### src/rtl/mcu_pkg.sv
// Shared types and encodings for the multi-cycle RISC-V control unit.
package mcu_pkg;

  typedef enum logic [2:0] {
    ST_FETCH  = 3'd0,
    ST_DECODE = 3'd1,
    ST_EXEC   = 3'd2,
    ST_MEM    = 3'd3,
    ST_WB     = 3'd4,
    ST_FAULT  = 3'd5
  } state_e;

  localparam logic [6:0] OP_ALUI   = 7'h13;
  localparam logic [6:0] OP_ALUR   = 7'h33;
  localparam logic [6:0] OP_LOAD   = 7'h03;
  localparam logic [6:0] OP_STORE  = 7'h23;
  localparam logic [6:0] OP_BRANCH = 7'h63;
  localparam logic [6:0] OP_LUI    = 7'h37;
  localparam logic [6:0] OP_JAL    = 7'h6F;

  localparam int unsigned ALU_ADD   = 0;
  localparam int unsigned ALU_SUB   = 1;
  localparam int unsigned ALU_PASSB = 2;

  localparam logic [1:0] IMM_I  = 2'd0;
  localparam logic [1:0] IMM_S  = 2'd1;
  localparam logic [1:0] IMM_B  = 2'd2;
  localparam logic [1:0] IMM_JU = 2'd3;

  localparam logic [1:0] RES_ALU = 2'd0;
  localparam logic [1:0] RES_MEM = 2'd1;
  localparam logic [1:0] RES_PC4 = 2'd2;

  typedef enum logic [3:0] {
    CL_ILLEGAL = 4'd0,
    CL_ADDI    = 4'd1,
    CL_ADD     = 4'd2,
    CL_SUB     = 4'd3,
    CL_LW      = 4'd4,
    CL_SW      = 4'd5,
    CL_BEQ     = 4'd6,
    CL_BNE     = 4'd7,
    CL_LUI     = 4'd8,
    CL_JAL     = 4'd9
  } iclass_e;

endpackage

### src/rtl/mcu_decoder.sv
// Combinational instruction classifier: opcode/funct3/funct7 to instruction class.
module mcu_decoder
  import mcu_pkg::*;
(
  input  logic [31:0] instr,
  output iclass_e     iclass,
  output logic        illegal
);

  logic [6:0] opcode;
  logic [2:0] funct3;
  logic [6:0] funct7;
  logic       unused_fields;

  assign opcode = instr[6:0];
  assign funct3 = instr[14:12];
  assign funct7 = instr[31:25];
  // Register and immediate fields do not affect classification.
  assign unused_fields = ^{instr[24:15], instr[11:7]};

  always_comb begin
    iclass = CL_ILLEGAL;
    case (opcode)
      OP_ALUI:   if (funct3 == 3'b000) iclass = CL_ADDI;
      OP_ALUR: begin
        if (funct3 == 3'b000 && funct7 == 7'h00)      iclass = CL_ADD;
        else if (funct3 == 3'b000 && funct7 == 7'h20) iclass = CL_SUB;
      end
      OP_LOAD:   if (funct3 == 3'b010) iclass = CL_LW;
      OP_STORE:  if (funct3 == 3'b010) iclass = CL_SW;
      OP_BRANCH: begin
        if (funct3 == 3'b000)      iclass = CL_BEQ;
        else if (funct3 == 3'b001) iclass = CL_BNE;
      end
      OP_LUI:    iclass = CL_LUI;
      OP_JAL:    iclass = CL_JAL;
      default:   iclass = CL_ILLEGAL;
    endcase
  end

  assign illegal = (iclass == CL_ILLEGAL);

endmodule

### src/rtl/multicycle_controlunit.sv
// Multi-cycle FETCH/DECODE/EXEC/MEM/WB sequencer with memory-wait watchdog.
// Define MCU_TRAP_EN to fault on illegal instructions (otherwise they are NOPs).
module multicycle_controlunit
  import mcu_pkg::*;
#(
  parameter int unsigned ALUCTRL_W    = 3,
  parameter int unsigned MEM_WAIT_MAX = 15
) (
  input  logic                 clk,
  input  logic                 rst,
  input  logic [31:0]          instr,
  input  logic                 EQ,
  input  logic                 mem_ready,
  output logic                 PCWrite,
  output logic                 IRWrite,
  output logic                 MemRead,
  output logic                 MemWrite,
  output logic                 RegWrite,
  output logic [ALUCTRL_W-1:0] ALUctrl,
  output logic                 ALUsrc,
  output logic [1:0]           ImmSrc,
  output logic                 PCsrc,
  output logic [1:0]           ResultSrc,
  output logic                 fault,
  output logic [2:0]           state_dbg
);

  localparam int unsigned CNT_W = (MEM_WAIT_MAX > 1) ? $clog2(MEM_WAIT_MAX) : 1;
  localparam logic [CNT_W-1:0] CNT_LAST = CNT_W'(MEM_WAIT_MAX - 1);

  state_e           state_q, state_d;
  logic [CNT_W-1:0] cnt_q, cnt_d;
  iclass_e          iclass;
  logic             illegal;
  logic             waiting;
  logic             timeout;

  mcu_decoder u_decoder (
    .instr   (instr),
    .iclass  (iclass),
    .illegal (illegal)
  );

  always_ff @(posedge clk) begin
    if (rst) begin
      state_q <= ST_FETCH;
      cnt_q   <= '0;
    end else begin
      state_q <= state_d;
      cnt_q   <= cnt_d;
    end
  end

  // The limit cycle is the MEM_WAIT_MAX-th consecutive cycle without mem_ready.
  assign waiting = (state_q == ST_FETCH || state_q == ST_MEM) && !mem_ready;
  assign timeout = waiting && (cnt_q == CNT_LAST);

  always_comb begin
    state_d   = state_q;
    PCWrite   = 1'b0;
    IRWrite   = 1'b0;
    MemRead   = 1'b0;
    MemWrite  = 1'b0;
    RegWrite  = 1'b0;
    ALUctrl   = ALUCTRL_W'(ALU_ADD);
    ALUsrc    = 1'b0;
    ImmSrc    = IMM_I;
    PCsrc     = 1'b0;
    ResultSrc = RES_ALU;
    fault     = 1'b0;
    state_dbg = state_q;

    // Operand selection is held from EXEC through WB so the ALU result stays valid.
    if (state_q == ST_EXEC || state_q == ST_MEM || state_q == ST_WB) begin
      case (iclass)
        CL_ADDI, CL_LW: ALUsrc = 1'b1;
        CL_SUB:         ALUctrl = ALUCTRL_W'(ALU_SUB);
        CL_SW: begin
          ALUsrc = 1'b1;
          ImmSrc = IMM_S;
        end
        CL_BEQ, CL_BNE: begin
          ALUctrl = ALUCTRL_W'(ALU_SUB);
          ImmSrc  = IMM_B;
        end
        CL_LUI: begin
          ALUctrl = ALUCTRL_W'(ALU_PASSB);
          ALUsrc  = 1'b1;
          ImmSrc  = IMM_JU;
        end
        CL_JAL:  ImmSrc = IMM_JU;
        default: ;
      endcase
    end

    case (state_q)
      ST_FETCH: begin
        MemRead = 1'b1;
        if (mem_ready) begin
          IRWrite = 1'b1;
          PCWrite = 1'b1;
          state_d = ST_DECODE;
        end else if (timeout) begin
          state_d = ST_FAULT;
        end
      end
      ST_DECODE: begin
        if (illegal) begin
`ifdef MCU_TRAP_EN
          state_d = ST_FAULT;
`else
          state_d = ST_FETCH;
`endif
        end else begin
          state_d = ST_EXEC;
        end
      end
      ST_EXEC: begin
        case (iclass)
          CL_LW, CL_SW: state_d = ST_MEM;
          CL_BEQ: begin
            PCsrc   = 1'b1;
            PCWrite = EQ;
            state_d = ST_FETCH;
          end
          CL_BNE: begin
            PCsrc   = 1'b1;
            PCWrite = !EQ;
            state_d = ST_FETCH;
          end
          CL_JAL: begin
            PCsrc   = 1'b1;
            PCWrite = 1'b1;
            state_d = ST_WB;
          end
          CL_ADDI, CL_ADD, CL_SUB, CL_LUI: state_d = ST_WB;
          default: state_d = ST_FETCH;
        endcase
      end
      ST_MEM: begin
        MemRead  = (iclass == CL_LW);
        MemWrite = (iclass == CL_SW);
        if (mem_ready)    state_d = (iclass == CL_LW) ? ST_WB : ST_FETCH;
        else if (timeout) state_d = ST_FAULT;
      end
      ST_WB: begin
        RegWrite = 1'b1;
        if (iclass == CL_LW)       ResultSrc = RES_MEM;
        else if (iclass == CL_JAL) ResultSrc = RES_PC4;
        state_d = ST_FETCH;
      end
      ST_FAULT: fault = 1'b1;
      default:  state_d = ST_FETCH;
    endcase

    cnt_d = (state_d == state_q && waiting) ? cnt_q + 1'b1 : '0;

    // While reset is held, present the reset values immediately.
    if (rst) begin
      PCWrite   = 1'b0;
      IRWrite   = 1'b0;
      MemRead   = 1'b0;
      MemWrite  = 1'b0;
      RegWrite  = 1'b0;
      ALUctrl   = '0;
      ALUsrc    = 1'b0;
      ImmSrc    = '0;
      PCsrc     = 1'b0;
      ResultSrc = '0;
      fault     = 1'b0;
      state_dbg = ST_FETCH;
    end
  end

endmodule
### config.mk
export PLATFORM = sky130hd
export DESIGN_NAME = multicycle_controlunit
export DESIGN_NICKNAME = d
export VERILOG_FILES = /design/src/rtl/mcu_pkg.sv /design/src/rtl/mcu_decoder.sv /design/src/rtl/multicycle_controlunit.sv
export SDC_FILE = /design/constraint.sdc
export NUM_CORES = 1
export LEC_CHECK = 0
export CAP_MARGIN = 20
export CORE_MARGIN = 2
export CORE_UTILIZATION = 39
export DETAILED_ROUTE_END_ITERATION = 8
export GPL_ROUTABILITY_DRIVEN = 0
export PLACE_DENSITY = 0.93
export SLEW_MARGIN = 20
export SYNTH_ARGS = -nofsm -noshare
export SYNTH_HDL_FRONTEND = slang
export SYNTH_HIERARCHICAL = 1
export SYNTH_SLANG_ARGS = --single-unit
### constraint.sdc
create_clock -name clk -period 4.8 [get_ports clk]
set_input_delay 0.72 -clock clk [delete_from_list [all_inputs] [get_ports clk]]
set_output_delay 0.72 -clock clk [all_outputs]
set_load 0.1 [all_outputs]
# Word-level counts from Yosys, hierarchy flattened
# Index checks and enable logic that the tools add are counted.
# word_totals
regBits	7
in_bits	36
# op_classes
add_sub_neg	1
n_eq_ne	26
muxes	46
bitwise_logic	1
reduce_logical	22
# ops
op	n
equality test 7 x 6 -> 1 bit (second input constant)	4
one-hot mux 4 bit (7 select lines)	1
2-to-1 mux 3 bit	9
2-to-1 mux 1 bit	18
2-to-1 mux 2 bit	9
equality test 4 x 3 -> 1 bit (second input constant)	4
one-hot mux 3 bit (5 select lines)	1
equality test 7 bit (second input constant)	2
equality test 4 bit (second input constant)	3
equality test 3 x 2 -> 1 bit (second input constant)	3
equality test 4 x 2 -> 1 bit (second input constant)	2
2-to-1 mux 4 bit	2
OR reduction 2 bit	4
equality test 7 x 2 -> 1 bit (second input constant)	1
equality test 7 x 5 -> 1 bit (second input constant)	1
zero test 7 bit	1
equality test 3 x 1 -> 1 bit (second input constant)	2
equality test 3 bit (second input constant)	2
zero test 3 bit	2
one-hot mux 2 bit (3 select lines)	1
one-hot mux 3 bit (2 select lines)	1
OR reduction 3 bit	2
logical AND 1 bit	5
OR reduction 5 bit	1
11 further kinds	15

# Depth between registers and ports, before layout
# Gate-level depths: netlist of the first run.
# depth
ltp_word	13
mapped_depth	8

# Hierarchy
# The synthesis of the first run kept the hierarchy.
# modules_own_cells
module	instances	cells_per_inst	area_per_inst_um2	seq_area_each_um2
multicycle_controlunit	1	90	653.1	140.1
mcu_decoder	1	28	192.7	0.0

# Worst setup path before layout of the first run
# No wires, ideal clock.
# synth_timing
kind	input -> output
start	input port instr[4]
end	output port MemWrite
arrival_ps	4674
t_required_ps	4080
setup_slack_ps	-594
cell_stages	5
path_cell_list	nor3_1 -> mux2i_4 -> nor2_1 -> or3b_4 -> nor4_1
# synth_between
elab_chain_len	5
elab_cells_between_ends	11
cone_classes	8 x eq/ne; 3 x mux
# synth_rtl
element	line_no	source
from (decl)	multicycle_controlunit.sv:11	input logic [31:0] instr,
equality test 7 bit (tied with other cells)	mcu_decoder.sv:23	case (opcode)
one-hot mux 4 bit (7 select lines) (*)	mcu_decoder.sv:23	
net iclass[2]	multicycle_controlunit.sv:33	iclass_e iclass;
equality test 4 x 3 -> 1 bit (*)	multicycle_controlunit.sv:142	MemWrite = (iclass == CL_SW);
2-to-1 mux 1 bit (*)	multicycle_controlunit.sv:96	case (state_q)
2-to-1 mux 1 bit (*)	multicycle_controlunit.sv:159	if (rst) begin
to (decl)	multicycle_controlunit.sv:17	output logic MemWrite,
# Mark *: on every way through the listed nets, which the timed path passes. The rest lies on a longest branch.

# Worst setup path in the final report of the first run
# layout_timing
start	input port instr[6]
end	output port PCsrc
# layout_between
elab_chain_len	7
elab_cells_between_ends	15
cone_classes	10 x eq/ne; 4 x mux; 1 x reduce/logical
# layout_rtl
element	line_no	source
equality test 7 bit (tied with other cells)	mcu_decoder.sv:23	
one-hot mux 4 bit (7 select lines) (*)	mcu_decoder.sv:23	
net iclass[0]	multicycle_controlunit.sv:33	
equality test 4 bit or equality test 4 x 3 -> 1 bit (tied branches)	multicycle_controlunit.sv:119	case (iclass)
OR reduction 3 bit (no line) (*)	n/a	
2-to-1 mux 1 bit (*)	multicycle_controlunit.sv:119	
2-to-1 mux 1 bit (*)	multicycle_controlunit.sv:96	
2-to-1 mux 1 bit (*)	multicycle_controlunit.sv:159	
to (decl)	multicycle_controlunit.sv:22	output logic PCsrc,
# Marked as above.

==> results of run 1 <==
cells by family (layout without fill, tap and decap cells):
group,count (synthesis),after routing,synth area share (%)
and+or+nand+nor,69,69,48.1
adders and majority gates,2,2,2.96
DFF,7,7,16.6
other,1,1,0.443
buffers and inverters,9,45,5.33
xor gates and xnor gates,3,3,3.11
AOI/OAI and AO/OA,25,25,19.7
muxes,2,2,3.85
worst max path at each step:
stage / to / depth (start not counted)
2_1_floorplan: PCsrc / 7
3_3_place_gp: PCsrc / 8
3_5_place_dp: PCsrc / 8
4_1_cts: PCsrc / 8
5_1_grt: PCsrc / 8
6_report: PCsrc / 8
power by group through the flow:
stage | logic (W) | clock network (W) | registers, W
3_5_place_dp | 0.0000623 | 0 | 0.0000643
6_report | 0.0000624 | 0.0000522 | 0.0000632
4_1_cts | 0.0000625 | 0.0000536 | 0.0000631
2_1_floorplan | 0.0000374 | 0 | 0.0000617
3_3_place_gp | 0.0000603 | 0 | 0.0000642
5_1_grt | 0.0000663 | 0.0000568 | 0.0000635
registers in the layout, summed over array words and instances (netlist names):
| register | count |
|---|---|
| cnt_q | 4 |
| state_q | 3 |
placed cells by master, fill, tap and decap left out, types with 2 or more instances in the layout:
cell	n
nand4b_1	2
ha_1	2
clkdlybuf4s50_1	26
nor2_1	16
nor2b_1	6
nor3_1	5
nand2_1	7
dfxtp_1	7
clkbuf_4	3
a21oi_1	8
nand2b_1	5
or3b_4	2
inv_1	3
a211oi_1	4
nor3_2	2
o21ai_0	3
xnor2_1	2
or2_2	3
nor3b_1	5
buf_4	12
nor4_1	3
nand4_1	4
and3b_1	2
metrics by stage:
| stage | area, um2 | hold WS [ps] | instances |
|---|---|---|---|
| floorplan | 857 | 430 | 118 |
| detailed placement | 1210 | 456 | 177 |
| global placement | 1210 | 444 | 177 |
| CTS | 1230 | 468 | 181 |
| finish | 1230 | 465 | 181 |
| global route | 1230 | 507 | 181 |
worst max-delay path, delay by kind of cell:
kind	cells	cell delay, ps
buffers and inverters	2	850
AND/OR/NAND/NOR	4	1140
AO/OA/AOI/OAI	2	630
per-layer routing:
metal  part of all wire [%]  wire [um]  GRT usage (%)
met4                   0.51         12           2.70
met3                    4.6        108           1.49
met2                     53       1240           34.9
met5                      0          0              0
met1                     42        997           22.5
cell type report:
cell class              instances  area [um2]  share of cell area (%)
repair buffers                 38         350                    28.4
well taps                      27        33.8                    2.74
flip-flops and latches          7         140                    11.4
inverters                       3        11.3                   0.913
multi-input cells             102         672                    54.5
clock buffers                   4        26.3                    2.13
==> summary.md, run 1 <==
| Metric | Value |
|---|---|
| Mapped Cells | `118` |
| Final Hold Fails | `0` |
| Filler cell count | `189` |
| Starting density of the core | `42.2%` |
| Period utilization | `about 85%` |
| Sequential share of the synthesized area | `16.6%` |
| Hold path start | `cnt_q[0]` |
| Setup_tns | `0 ps` |
| CTS Hold Bufs | `0` |
| Largest stage delay on the critical path | `500 ps` |
| Warnings, synthesis | `6` |
| Synth unique cells | `44` |
| CP required | `4080 ps` |
| Finished Core Util | `61.6%` |
| DIE AREA | `2560 um2` |
| Int Power | `0.000118 W` |
| DR vias | `1026` |
| Crit-path max FO | `9` |
| Worst r2r dst | `state_q[0]` |
| Switching part of the total | `33.8%` |
| Max Cap Violations | `0` |
| Final nets | `193` |
| Vias in the first global route | `866` |
| Clk Tree Root Cell | `clkbuf_4` |
| Post-DR wirelength/cell | `13.0 um` |
| Startpoint Class | `input pin` |
| Synth top area cells | `dfxtp_1 (17%), nor2_1 (7.1%), a21oi_1 (4.7%)` |
| Synth top area share | `16.6%` |
| Clock power share | `29.4%` |
| WS Path Type | `input pin to primary output` |
| Clock Latency Late Sink | `between 200 and 300 ps` |
| Pre-Repair DR Iteration Count | `4` |
| Final antenna-violating net count | `0` |
| Synthesized area | `846 um2` |
| FP Rows | `16` |
| Dpl ws | `735 ps` |
| Drt drc | `0` |
| Hold path cells | `1` |
| Tot Pwr | `between 0.00015 and 0.0002 W` |
| First-pass GRT wire length | `3720 um` |
| End of the worst hold path | `cnt_q[0]` |
| H-Tree Level Count | `1` |
| Most frequent cell after synthesis | `nor2_1` |
| P_sw | `approximately 0.00006 W` |
| Syn_area_per_cell | `7.17 um2` |
| CTS buffer count | `3` |
| Synthesized Nets | `between 150 and 200` |
| Initial antenna violation count | `0` |
| Worst EP arrival | `3340 ps` |
| Post-CTS setup buffers | `0` |
| Post-synth EDFFs | `0` |
| Power per cell area | `144 nW/um2` |
| Crit path from | `instr[6]` |
| Max clock buf depth | `2` |
| Synth area leader | `dfxtp_1` |
| R2R cell count | `6` |
| Ant. Diodes | `0` |
| Layout cell share with drive strength beyond 1 | `17.5%` |
| Top FF cell, synth | `dfxtp_1` |
| Logic pwr share | `a little over a third` |
| Core ar. | `2000 um2` |
| I/O pin cnt | `54` |
| CTS tree | `built` |
| Final slew viol count | `0` |
| CTS resizes | `0` |
| CP cell instances | `clkdlybuf4s50_1 > nor4_1 > nand4_1 > nor3_2 > a211o_1 > or3b_4 > a2111oi_2 > buf_4` |
| Critical path's slowest cell | `clkdlybuf4s50_1` |
| Clk sinks | `7` |
| Buffers on Ports | `37` |
| Via/cell ratio | `5.67` |
| Slew margin rel. | `33.4%` |
| Asr flop ratio synth | `0%` |
| Top post-synthesis cells by count | `nor2_1 (16), a21oi_1 (8), dfxtp_1 (7), nand2_1 (7)` |
| Chip height | `50.6 um` |
| Gr usage total | `18.3%` |
| Register bit count reported by yosys | `7` |
| Largest net degree at the start of global routing | `21` |
| P&R area growth vs syn | `45.9%` |
| Post-Route WL | `2360 um` |
| Hold crit path type | `register to register` |
| Pleak | `0.430 nW` |
| Seq pwr share | `35.5%` |
| Final setup fails | `0` |
| Clock Skew | `1.46 ps` |
| Min Tclk post-route | `4060 ps` |
| Reg-to-reg slack, setup | `about 3400 ps` |
| Slew @ Worst Pin | `around 1000 ps` |
| Initial DRC count | `12` |
| HPWL reported at the end of detailed placement | `1920 um` |
| DIE WIDTH | `50.6 um` |
| PnR worst setup slack | `736 ps` |
| Clock transition at the registers of the reported paths | `about 50 ps` |
| Worst ir drop on vdd | `141 uV` |
| Grt ovf | `0` |
| RSZ-0062 raised after global routing | `false` |
| Worst Setup End Kind | `primary output` |
| F_max | `246 MHz` |
| FF-to-FF Start | `cnt_q[0]` |
| Status | `completed` |
No activity file was read; power rests on OpenSTA's default activity.
==> inputs of run 2 (changes only) <==
Settings changed: CORE_UTILIZATION 39 to 36, PLACE_DENSITY 0.93 to 0.88.
Clock period 4.8 ns to 4.1 ns, I/O delays scaled along.
==> summary.md, run 2 (same netlist as run 1, synthesis figures left out) <==
| Metric | Value |
|---|---|
| Dpl ws | `318 ps` |
| Ant. Diodes | `0` |
| Min Tclk post-route | `around 3800 ps` |
| Buf/Inv on CP | `2` |
| Clock transition at the registers of the reported paths | `50 ps` |
| Reg-to-reg slack, setup | `2670 ps` |
| Critical path's slowest cell | `clkdlybuf4s50_1` |
| Core ar. | `2210 um2` |
| Clock Latency Late Sink | `250 ps` |
| Worst hold slack | `470 ps` |
| Hold path cells | `1` |
| RSZ-0062 raised after global routing | `false` |
| Clk sinks | `7` |
| Clk Tree Root Cell | `clkbuf_4` |
| Startpoint Class | `input pin` |
| Buffers on Ports | `37` |
| Status | `completed` |
| CP cell instances | `clkdlybuf4s50_1 > nor4_1 > nand4_1 > nor3_2 > a211o_1 > or3b_4 > o211ai_1 > and4bb_2 > buf_12` |
| Gr usage total | `18.6%` |
| Most frequent cells in the layout | `clkdlybuf4s50_1 (20), nor2_1 (16), buf_12 (10)` |
| Hold path start | `cnt_q[0]` |
| Period utilization | `91.9%` |
| HPWL reported at the end of detailed placement | `2000 um` |
| Top delay family on crit path | `simple AND/OR/NAND/NOR gates` |
| P&R area growth vs syn | `61.4%` |
| Critical Path Stages | `9` |
| Register with the most flip-flops | `cnt_q` |
| Slew margin rel. | `57.0%` |
| CTS resizes | `0` |
| CP required | `3480 ps` |
| I/O pin cnt | `54` |
| FP Rows | `17` |
| Largest net degree at the start of global routing | `21` |
| Initial antenna violation count | `0` |
| Worst Setup End Kind | `primary output` |
| Initial DRC count | `18` |
| Most common cell after layout, fill and taps aside | `clkdlybuf4s50_1` |
| Hold crit path type | `register to register` |
| Pre-Repair DR Iteration Count | `4` |
| DR vias | `1008` |
| Post-DR wirelength/cell | `~13 um` |
| PnR worst setup slack | `330 ps` |
| R2R cell count | `6` |
| Worst r2r dst | `state_q[0]` |
| Power per cell area | `155 nW/um2` |
| CTS buffer count | `3` |
| Drt drc | `0` |
| H-Tree Level Count | `1` |
| First-pass GRT wire length | `between 3000 and 4000 um` |
| Worst ir drop on vdd | `265 uV` |
| WS Path Type | `input pin to primary output` |
| Max clock buf depth | `2` |
| Post-Route WL | `2440 um` |
| Vias in the first global route | `955` |
| CTS tree | `built` |
| Max reg flops | `4` |
| Slew @ Worst Pin | `644 ps` |
| Chip height | `52.5 um` |
| DIE AREA | `2750 um2` |
| Post-CTS setup buffers | `0` |
| Tot Pwr | `0.000212 W` |
| Via/cell ratio | `5.54` |
| Final Hold Fails | `0` |
| Placed cell areas | `1340 um2` |
| Largest stage delay on the critical path | `slightly below 500 ps` |
| Crit-path max FO | `9` |
| Final setup fails | `0` |
| Pleak | `about 0.47 nW` |
| End of the worst hold path | `cnt_q[0]` |
| Worst EP arrival | `3150 ps` |
| Final antenna-violating net count | `0` |
| Max Cap Violations | `0` |
| Final slew viol count | `0` |
| Layout cell share with drive strength beyond 1 | `around 23%` |
| Filler cell count | `~200` |
| Setup_tns | `0 ps` |
| DIE WIDTH | `between 50 and 60 um` |
| Clock Skew | `3.87 ps` |
| CTS Hold Bufs | `0` |
| Design area | `1370 um2` |
| Biggest regs | `cnt_q (4), state_q (3)` |
| FF-to-FF Start | `cnt_q[0]` |
| Starting density of the core | `a little under two fifths` |
| Final nets | `between 150 and 200` |
| F_max | `265 MHz` |
| Grt ovf | `0` |
-- run 2: cell types whose count changed in the layout (fill, tap and decap cells not counted), sizes merged --
cell / change
clkdlybuf4s50: -6
buf: +6
-- run 2: per-layer routing --
metal / GRT usage, % / share of wire, %
met5: 0 / 0
met4: 5.13 / 0.82
met3: 2.00 / 4.7
met2: 35.8 / 53
met1: 21.1 / 42
-- run 2: metrics by stage --
step / util [%] / instances
finish: 61.7 / 182
global route: 61.7 / 182
CTS: 61.7 / 182
detailed placement: 60.5 / 178
global placement: 60.5 / 178
floorplan: - / 118
-- run 2: cell type report --
class / instances / area [um2] / share of cell area (%)
multi-input cells: 102 / 692 / 50.7
clock buffers: 4 / 26.3 / 1.92
inverters: 3 / 11.3 / 0.825
repair buffers: 38 / 460 / 33.7
well taps: 28 / 35.0 / 2.57
flip-flops and latches: 7 / 140 / 10.3
-- run 2: where the power goes --
group / internal (W) / switching, W
clock: 0.0000371 / 0.0000240
sequential: 0.0000698 / 0.00000446
combinational: 0.0000340 / 0.0000427
-- run 2: worst max path at each step --
stage | from | end | slack (ps)
floorplan | instr[4] | MemWrite | 80
global placement | instr[6] | PCsrc | 410
detailed placement | instr[6] | PCWrite | 320
CTS | instr[6] | PCWrite | 310
global route | instr[6] | PCWrite | 160
finish | instr[6] | PCWrite | 330
==> inputs of run 3 (changes only) <==
Settings changed: CAP_MARGIN 20 to 10.
==> results of run 3 <==
Same layout as run 2: the final DEF is identical, and so are final timing and power.
